--- config.mk ---
export PLATFORM = sky130hd
export DESIGN_NAME = window_buffer
export DESIGN_NICKNAME = d
export VERILOG_FILES = /design/src/rtl/window_buffer.sv
export SDC_FILE = /design/constraint.sdc
export NUM_CORES = 1
export LEC_CHECK = 0
export BUFFER_PORTS_ARGS = -buffer_cell sky130_fd_sc_hd__buf_2
export CORE_UTILIZATION = 40
export DETAILED_ROUTE_END_ITERATION = 10
export PLACE_DENSITY = 0.57
export REMOVE_ABC_BUFFERS = 1
export SKIP_LAST_GASP = 1
export SYNTH_ARGS = -nofsm -noshare
export SYNTH_HDL_FRONTEND = slang
export SYNTH_SLANG_ARGS = --single-unit
--- constraint.sdc ---
create_clock -name clock -period 3.5 [get_ports clock]
set_input_delay 0.175 -clock clock [delete_from_list [all_inputs] [get_ports clock]]
set_output_delay 0.175 -clock clock [all_outputs]
set_load 0.005 [all_outputs]
--- src/rtl/window_buffer.sv ---
// KxK sliding-window generator over a raster pixel stream.
// K-1 line buffers feed a shift window; windows are emitted only when fully inside the current frame.
module window_buffer #(
  parameter int unsigned IMG_WIDTH  = 8,
  parameter int unsigned IMG_HEIGHT = 8,
  parameter int unsigned K          = 4
) (
  input  logic                 clock,
  input  logic                 reset,
  input  logic [7:0]           pixel_in,
  input  logic                 pixel_valid,
  output logic [8*K*K-1:0]     window_out,
  output logic                 window_valid,
  output logic                 frame_done
);

  localparam int unsigned PW = 8;
  localparam int unsigned NB = PW * K * K;
  localparam int unsigned CW = (IMG_WIDTH  > 1) ? $clog2(IMG_WIDTH)  : 1;
  localparam int unsigned RW = (IMG_HEIGHT > 1) ? $clog2(IMG_HEIGHT) : 1;

  if (K < 2 || IMG_WIDTH < K || IMG_HEIGHT < K) begin : g_param_check
    $error("window_buffer: requires K >= 2, IMG_WIDTH >= K and IMG_HEIGHT >= K");
  end

  logic [CW-1:0]        col;
  logic [RW-1:0]        row;
  logic [PW*(K-1)-1:0]  tap_c;
  logic [NB-1:0]        win;
  logic [NB-1:0]        win_next_c;
  logic                 col_last_c;
  logic                 row_last_c;
  logic                 in_window_c;

  always_comb begin
    col_last_c  = (col == CW'(IMG_WIDTH - 1));
    row_last_c  = (row == RW'(IMG_HEIGHT - 1));
    in_window_c = (row >= RW'(K - 1)) && (col >= CW'(K - 1));
  end

  // Raster position of the next accepted pixel; wraps per row and per frame.
  always_ff @(posedge clock or negedge reset) begin
    if (!reset) begin
      col <= '0;
      row <= '0;
    end else if (pixel_valid) begin
      if (col_last_c) begin
        col <= '0;
        if (row_last_c) begin
          row <= '0;
        end else begin
          row <= row + RW'(1);
        end
      end else begin
        col <= col + CW'(1);
      end
    end
  end

  // Line buffer i holds row (current - (K-1) + i); index K-2 is the most recent row.
  // Contents are never cleared: the in-window gate hides any stale row.
  for (genvar i = 0; i < int'(K) - 1; i++) begin : g_lb
    logic [PW-1:0] mem [IMG_WIDTH];

    assign tap_c[PW*i +: PW] = mem[col];

    if (i == int'(K) - 2) begin : g_newest
      always_ff @(posedge clock) begin
        if (pixel_valid) begin
          mem[col] <= pixel_in;
        end
      end
    end else begin : g_older
      always_ff @(posedge clock) begin
        if (pixel_valid) begin
          mem[col] <= tap_c[PW*(i+1) +: PW];
        end
      end
    end
  end

  // Next window: shift each row one column left, load the new right column.
  for (genvar r = 0; r < int'(K); r++) begin : g_row
    for (genvar c = 0; c < int'(K); c++) begin : g_col
      if (c < int'(K) - 1) begin : g_shift
        assign win_next_c[PW*(r*int'(K)+c) +: PW] = win[PW*(r*int'(K)+c+1) +: PW];
      end else if (r < int'(K) - 1) begin : g_from_lb
        assign win_next_c[PW*(r*int'(K)+c) +: PW] = tap_c[PW*r +: PW];
      end else begin : g_from_pixel
        assign win_next_c[PW*(r*int'(K)+c) +: PW] = pixel_in;
      end
    end
  end

  always_ff @(posedge clock or negedge reset) begin
    if (!reset) begin
      win <= '0;
    end else if (pixel_valid) begin
      win <= win_next_c;
    end
  end

  // Output window only updates on a valid window so it holds between pulses.
  always_ff @(posedge clock or negedge reset) begin
    if (!reset) begin
      window_out   <= '0;
      window_valid <= 1'b0;
      frame_done   <= 1'b0;
    end else begin
      window_valid <= pixel_valid && in_window_c;
      frame_done   <= pixel_valid && row_last_c && col_last_c;
      if (pixel_valid && in_window_c) begin
        window_out <= win_next_c;
      end
    end
  end

endmodule

# ---- After elaboration in Yosys (flattened, before gate mapping)
# Memory sizes are Yosys's and may differ from the RTL's.
# Cells that the tools add are included.
dict set report word_totals {
  ff_bits 264
  in_bits 11
  out_inout_bits 130
  mem_bits_rw 192
  memories 3
}
dict set report op_classes {
  n_eq_ne 2
  magnitude_cmp 2
  mux 4
  addsub 2
  reduce_logical 5
}
# name words word_bits read_ports rd_clocked_by_memory_dff write_ports line_no
set memory_table {}
lappend memory_table {{g_lb[0].mem} 8 8 1 0 1 63} ;# logic [PW-1:0] mem [IMG_WIDTH];
lappend memory_table {{g_lb[1].mem} 8 8 1 0 1 63}
lappend memory_table {{g_lb[2].mem} 8 8 1 0 1 63}
# operator n
set ops {}
lappend ops {{$add A3 B1 Y3 const B} 2}
lappend ops {{$eq A3 B3 Y1 const B} 2}
lappend ops {{$ge A3 B2 Y1 const B} 2}
lappend ops {{$mux W3} 2}
lappend ops {{$logic_and A1 B1 Y1} 4}
lappend ops {{$mux W1} 2}
lappend ops {{$reduce_and A2 Y1} 1}

# ---- Logic depth before layout (Yosys ltp)
# Gate-level depths: netlist of run 1.
dict set report depth {
  word_depth 3
  depth_mapped 10
  mapped_depth_nobuf 6
}

# ---- Worst setup path before layout of run 1
# No wires, ideal clock.
dict set report synth_path {
  path_type {flip-flop to flip-flop}
  from {reg col[0]}
  to {mem g_lb[0].mem[7][0], enable pin}
  required_ps 3095
  n_path_buf 3
  setup_time_ps 405
  synth_period_minus_slack_ps 2493
  path_stages_with_launch 6
  path_slack_ps 1007
  t_arrival_ps 2089
  cell_sequence {dfrtp_1 buf_4 buf_2 buf_2 nand2_1 nor2_1}
}
# element line_no
set synth_lines {}
lappend synth_lines {{start, declared} 26} ;# logic [CW-1:0] col;
lappend synth_lines {{start signal, assigned} 55} ;# col <= col + CW'(1);
lappend synth_lines {{end, declared} 63}
# No word-level cell before the write port.

# ---- Final worst setup path of run 1
dict set report layout_path {
  from {reg col[1]}
  to {reg window_out[12]}
}
dict set report layout_via {
  elab_chain_cells 3
}
# element line_no
set layout_lines {}
lappend layout_lines {{$ge A3 B2 Y1} 38} ;# in_window_c = (row >= RW'(K - 1)) && (col >= CW'(K - 1));
lappend layout_lines {{$logic_and A1 B1 Y1} 38}
lappend layout_lines {{$logic_and A1 B1 Y1} 112} ;# if (pixel_valid && in_window_c) begin
lappend layout_lines {{end signal, assigned} 113} ;# window_out <= win_next_c;
lappend layout_lines {{end, declared} 12} ;# output logic [8*K*K-1:0] window_out,
# No other way between the ends.
# A chain may end at the register's enable or synchronous reset.

==> results of run 1 <==
## cells in the mapped netlist, drive strengths merged, types with 10 or more instances
library cell	count
inv	34
nand2	34
mux2i	56
buf	48
dfrtp	232
nor2	36
o21ai	27
a21boi	10
a22o	14
edfxtp	192
o32ai	14
mux2	177
a211oi	37
clkbuf	11
a21oi	38
## placed cells by master (no fill, tap or decap), drive strengths merged, types with 10 or more instances in the layout
master and count:
a211oi 37, a21boi 10, a21oi 38, a22o 14, buf 173, clkbuf 69, clkinv 13, dfrtp 232
dlygate4sd3 10, edfxtp 192, inv 35, mux2 177, mux2i 56, nand2 34, nor2 36, o21ai 27
o32ai 14
## worst max path at each step
stage	startpoint	to	cells after the start
final	col[1]$_DFFE_PN0P_	window_out[12]$_DFFE_PN0P_	6
after global routing	col[0]$_DFFE_PN0P_	g_lb[0].mem[5][0]$_DFFE_PP_	5
after CTS	col[0]$_DFFE_PN0P_	g_lb[0].mem[4][0]$_DFFE_PP_	5
after detailed placement	col[0]$_DFFE_PN0P_	g_lb[0].mem[3][0]$_DFFE_PP_	5
after global placement	col[0]$_DFFE_PN0P_	g_lb[0].mem[7][0]$_DFFE_PP_	5
after floorplan	col[1]$_DFFE_PN0P_	window_out[0]$_DFFE_PN0P_	5
## area by class of cell
| class | count | area [sq um] | share of cell area [%] |
|---|---|---|---|
| multi-input combinational | 480 | 4180 | 21.83 |
| clock inverter | 15 | 105.1 | 0.5489 |
| inverter | 34 | 127.6 | 0.6665 |
| tap | 525 | 656.9 | 3.431 |
| clock buffer | 69 | 1349 | 7.044 |
| timing repair buffer | 183 | 1152 | 6.018 |
| sequential | 424 | 11580 | 60.46 |
## sequential cells by signal, summed over array words and instances (netlist names)
register	cells
col	3
g_lb.mem	192
frame_done	1
win	96
row	3
window_valid	1
window_out	128
## kinds of logic after synthesis
| logic type | share of synthesized area (%) |
|---|---|
| compound gates | 7.103 |
| fa+ha+maj | 0.4622 |
| buf+inv | 3.182 |
| flops | 71.25 |
| mux | 16.00 |
| simple gates | 2.003 |
## power breakdown
part / leakage, nW / switching (mW) / internal, mW
Clock: 0.717 / 1.91 / 2.73
Sequential: 4.46 / 0.930 / 7.27
Combinational: 2.57 / 2.77 / 2.37
## per-stage QoR
step                TNS [ps]  utilization (%)  hold slack [ps]  setup WS [ps]  power, mW
floorplan            -316540                -           -120.6          -2204      11.28
global placement           0            44.08            282.3          755.5      13.41
detailed placement         0            44.08            288.3          758.4      13.57
CTS                        0            47.97            261.2          756.2      18.29
global route               0            47.97            298.6          556.1      19.11
finish                     0            47.97            255.4          756.3      17.97
## worst max-delay path: cells and delay by family (launching register included)
kind	cells	cell delay [ps]
fa+ha+maj	2	520
flops	1	760
compound gates	1	260
buf+inv	1	330
mux	1	410
simple gates	1	120
## per-layer routing
metal / up-vias / share of wire, %
met2: 177 / 47
met5: - / 0
li1: 4046 / -
met4: 0 / 2.0
met1: 4464 / 47
met3: 53 / 4.0
==> results.yml, run 1 <==
cts:
  cts_buffers: 46
  htreeDepth: 2
  cts_buffer_depth: 3
  cts_root_buf: "clkbuf_16"
  ctsResizeCount: 0
  clkTransAtPathRegs_ps: 60
  ctsHoldBuffers: 10
  cts_tree: "done"
  post_cts_buffers: 0
  cts.sinks: 424
  clock_latency_ps: 560
placed_design:
  routabilityCongestion: 0.7331
  dp.cells: 1636
  dp.final_hpwl_microns: 19740
  port-buffer-count: 140
  placed_cell_area_sq_um: 17590
critical_path:
  rr_startpoint: "col[1]$_DFFE_PN0P_"
  r2r_slack_ps: 760
  cp_slowest_cell: "dfrtp_4"
  cpMostUsedCell: "ha_1"
  cp-end-kind: "flip-flop"
  startpoint_type: "flip-flop"
  critPathMaxStageDelay_ps: 760
  cp.required_ps: 3940
  worst_r2r_path_depth: 6
  path_class: "reg2reg"
  crit_path_max_fanout: 101
  crit_chain: "ha_1 > ha_1 > a211o_1 > nand3_4 > buf_12 > mux2_2"
  cp.arrival_ps: 3180
  worstReg2RegEnd: "window_out[12]$_DFFE_PN0P_"
outcome:
  status: "finished, final reports clean"
timing:
  fin_skew_ps: 14.91
  slew_viol_final: 0
  setup_viol: 0
  max_freq_mhz: 364.5
  hold_violations: 0
  tightest_slew_ps: 887.5
  rsz0062_at_grt: "no"
  fin_crit_ps: 2744
  relSlewSlack_pct: 40.83
  period_share_pct: 78.39
synthesis:
  synth.distinct_cells: 35
  synth_top_area_share_pct: 35.75
  ys_seq_area_share_pct: 71.25
  ys_seq_elements: 424
  avgSynthCellArea_sq_um: 16.29
  yosys_warnings: 0
  netlist_instances: 997
  ys.flop_type: "dfrtp_1"
  yosysTopAreaCell: "dfrtp_1"
  synth_edf_count: 192
  synthesis.area_sq_um: 16240
  netlist_top_cells_area: "dfrtp_1 (36%), edfxtp_1 (36%), mux2_2 (10%)"
  synth-async-reset-ratio_pct: 54.72
global_routing:
  grt_max_degree: 102
  grt.met3_usage_pct: 3.308
  met2_usage_pct: 26.00
  grt_pass1_vias: 8972
  grt_first_pass_wirelength_microns: 52790
  grt_use_met1_pct: 23.21
  grt_busiest_layer: "met2"
  grt_util_all_layers_pct: 16.60
  grt_overflow: 0
  antenna_found_initial: 0
drt:
  drc: 0
  first_pass_iters: 4
  wirelength_microns: 33160
  viasPerCell: 5.052
  wl_per_cell_microns: 19.17
  drt_iter0_drc: 427
  dr_total_vias: 8740
  detail-route-antenna-nets: 0
floorplanning:
  initial_core_util_pct: 40.69
  core_sq_um: 39910
  die_w_microns: 203.5
  boundaryPins: 141
  fp.dieArea_sq_um: 41410
  num_rows: 73
  die_y_microns: 203.5
layout:
  diodes: 0
  final_area_sq_um: 19150
  fin_nets: 1186
  fillCellCount: 3521
  drive_gt1_share_pct: 34.61
  finalNonFillerCells: 1730
  area_growth_pct: 17.90
power_and_ir_drop:
  power.density_nw_per_um2: 938.5
  ir_worst_vdd_mv: 0.4586
  leakagePower_nw: 7.755
run:
  maxCapViolations: 0
worst_hold_path:
  hp-class: "in2async"
Note: power is estimated with default switching activity, not from simulation.
==> run 2: changes to the inputs <==
--- a/config.mk
+++ b/config.mk
@@ -8,7 +8,7 @@
 export BUFFER_PORTS_ARGS = -buffer_cell sky130_fd_sc_hd__buf_2
 export CORE_UTILIZATION = 40
 export DETAILED_ROUTE_END_ITERATION = 10
-export PLACE_DENSITY = 0.57
+export PLACE_DENSITY = 0.59
 export REMOVE_ABC_BUFFERS = 1
 export SKIP_LAST_GASP = 1
 export SYNTH_ARGS = -nofsm -noshare
==> constraint.sdc (replaced) <==
create_clock -name clock -period 2.4 [get_ports clock]
set_input_delay 0.12 -clock clock [delete_from_list [all_inputs] [get_ports clock]]
set_output_delay 0.12 -clock clock [all_outputs]
set_load 0.005 [all_outputs]
==> run 2 against run 1 <==
Effect of this change: combinational power rose by 57%; routed wire length is 2.2% lower; global-route usage shrank 0.54 points; count of clock-buffer cells in the layout shrank 10; maximum frequency is 26% higher; non-clock buffer count up 21; first-iteration DRC count decreased by 0.23%; sequential share of layout area fell by 0.54 points; clock skew decreased by 3.2 ps.
==> results.yml, run 2 (synthesized netlist as in run 1, its figures left out) <==
outcome:
  status: "finished, final reports clean"
timing:
  holdWs_ps: 144.0
  tightest_slew_ps: 930.1
  period_share_pct: 90.86
  tns_ps: 0
  max_freq_mhz: 458.6
  setup_viol: 0
  relSlewSlack_pct: 37.76
  fin_ws_ps: 219.4
  slew_viol_final: 0
  rsz0062_at_grt: "no"
  fin_skew_ps: 11.69
  hold_violations: 0
  fin_crit_ps: 2181
placed_design:
  placed_cell_area_sq_um: 17830
  routabilityCongestion: 0.7142
  dp.final_hpwl_microns: 19540
  dp_slack_ps: 223.7
  port-buffer-count: 140
global_routing:
  antenna_found_initial: 0
  grt_max_degree: 120
  grt_pass1_vias: 8941
  grt_util_all_layers_pct: 16.05
  grt_first_pass_wirelength_microns: 51720
  grt_overflow: 0
floorplanning:
  boundaryPins: 141
  die_w_microns: 203.5
  die_y_microns: 203.5
  initial_core_util_pct: 40.69
  num_rows: 73
  fp.dieArea_sq_um: 41410
  core_sq_um: 39910
power_and_ir_drop:
  p_int_mw: 18.20
  clock_power_share_pct: 24.9
  p_sw_share_pct: 31.01
  p_sw_mw: 8.180
  leakagePower_nw: 7.836
  power.density_nw_per_um2: 1366
  ir_worst_vdd_mv: 0.5922
  power_frac_seq_pct: 44.4
  comb_power_share_pct: 30.7
layout:
  final_cell_mix: "dfrtp_1 (230), edfxtp_1 (192), mux2_2 (146)"
  final_area_sq_um: 19320
  largest_register_ffs: 192
  reg_top3: "g_lb.mem x192, window_out x128, win x96"
  layout_commonest_cell: "dfrtp_1"
  registers.top_by_ff_count: "g_lb.mem"
  area_growth_pct: 18.96
  drive_gt1_share_pct: 35.57
  fin_nets: 1206
  final_util_pct: 48.40
cts:
  htreeDepth: 2
  cts_buffer_depth: 3
  cts_tree: "done"
  cts.sinks: 424
  cts_buffers: 45
  clkTransAtPathRegs_ps: 60
  cts_root_buf: "clkbuf_16"
  clock_latency_ps: 560
drt:
  top_layer: "met4"
  wl_per_cell_microns: 18.55
  detail-route-antenna-nets: 0
  route.met3.wl_microns: 1564
  first_pass_iters: 5
  wl_met1_microns: 15090
  drc: 0
  dr_wl_met2_microns: 15010
  wirelength_microns: 32440
  drt_iter0_drc: 426
  dr_total_vias: 8852
  viasPerCell: 5.061
critical_path:
  cp-end-kind: "flip-flop"
  startpoint_type: "flip-flop"
  cp.arrival_ps: 2440
  crit_path_max_fanout: 29
  path_class: "reg2reg"
  cp.required_ps: 2660
run:
  maxCapViolations: 0
worst_hold_path:
  hp-class: "in2async"
## run 2: final cells by class
type,instances,area [sq um]
Clock buffer,59,1230
Clock inverter,22,158.9
Tap cell,525,656.9
Antenna cell,1,2.502
Inverter,34,127.6
Timing Repair Buffer,204,1373
Fill cell,3435,20590
Sequential cell,424,11580
Multi-Input combinational cell,480,4195
## run 2: routing by layer
metal	global-route usage [%]	vias to the layer above
met1	22.49	4516
met3	3.228	51
met2	25.01	198
met5	0	-
met4	5.290	0
li1	-	4087
## run 2: critical path, cell delays in order (launching register included)
cell,delay (ps)
dfrtp_4,450
buf_4,360
or2_2,340
o22ai_1,110
a311oi_1,390
inv_1,210
## run 2: final timing paths
| check | startpoint | cells after the start | slack, ps | to |
|---|---|---|---|---|
| worst min register to register | win[107]$_DFFE_PN0P_ | 1 | 480 | window_out[99]$_DFFE_PN0P_ |
| min in group clock | pixel_valid | 3 | 420 | win[24]$_DFFE_PN0P_ |
| max in group asynchronous | reset | 3 | 1460 | window_out[123]$_DFFE_PN0P_ |
| worst min-delay path | reset | 2 | 140 | window_out[4]$_DFFE_PN0P_ |
| worst max-delay path | col[1]$_DFFE_PN0P_ | 5 | 220 | g_lb[0].mem[5][5]$_DFFE_PP_ |
| worst max register to register | col[1]$_DFFE_PN0P_ | 5 | 220 | g_lb[0].mem[5][5]$_DFFE_PP_ |
## run 2: power groups by stage
| stage | Clock (mW) | Combinational (mW) | Sequential [mW] |
|---|---|---|---|
| 2_1_floorplan | 0 | 4.37 | 12.1 |
| 3_3_place_gp | 0 | 8.06 | 11.8 |
| 3_5_place_dp | 0 | 8.21 | 11.9 |
| 4_1_cts | 6.80 | 8.26 | 11.8 |
| 5_1_grt | 7.05 | 8.91 | 12.0 |
| 6_report | 6.58 | 8.09 | 11.7 |
## run 2: metrics by stage
stage / std cells / total power, mW
6_report: 1749 / 26.38
5_1_grt: 1748 / 27.99
4_1_cts: 1748 / 26.81
3_5_place_dp: 1657 / 20.09
3_3_place_gp: 1657 / 19.85
2_1_floorplan: 938 / 16.45
## run 2: repair_timing
item / CTS / global route
resized for setup: 0 / 0
hold buffers: 10 / 0
buffers inserted: 0 / 0
hold endpoints to repair: 159 / 0
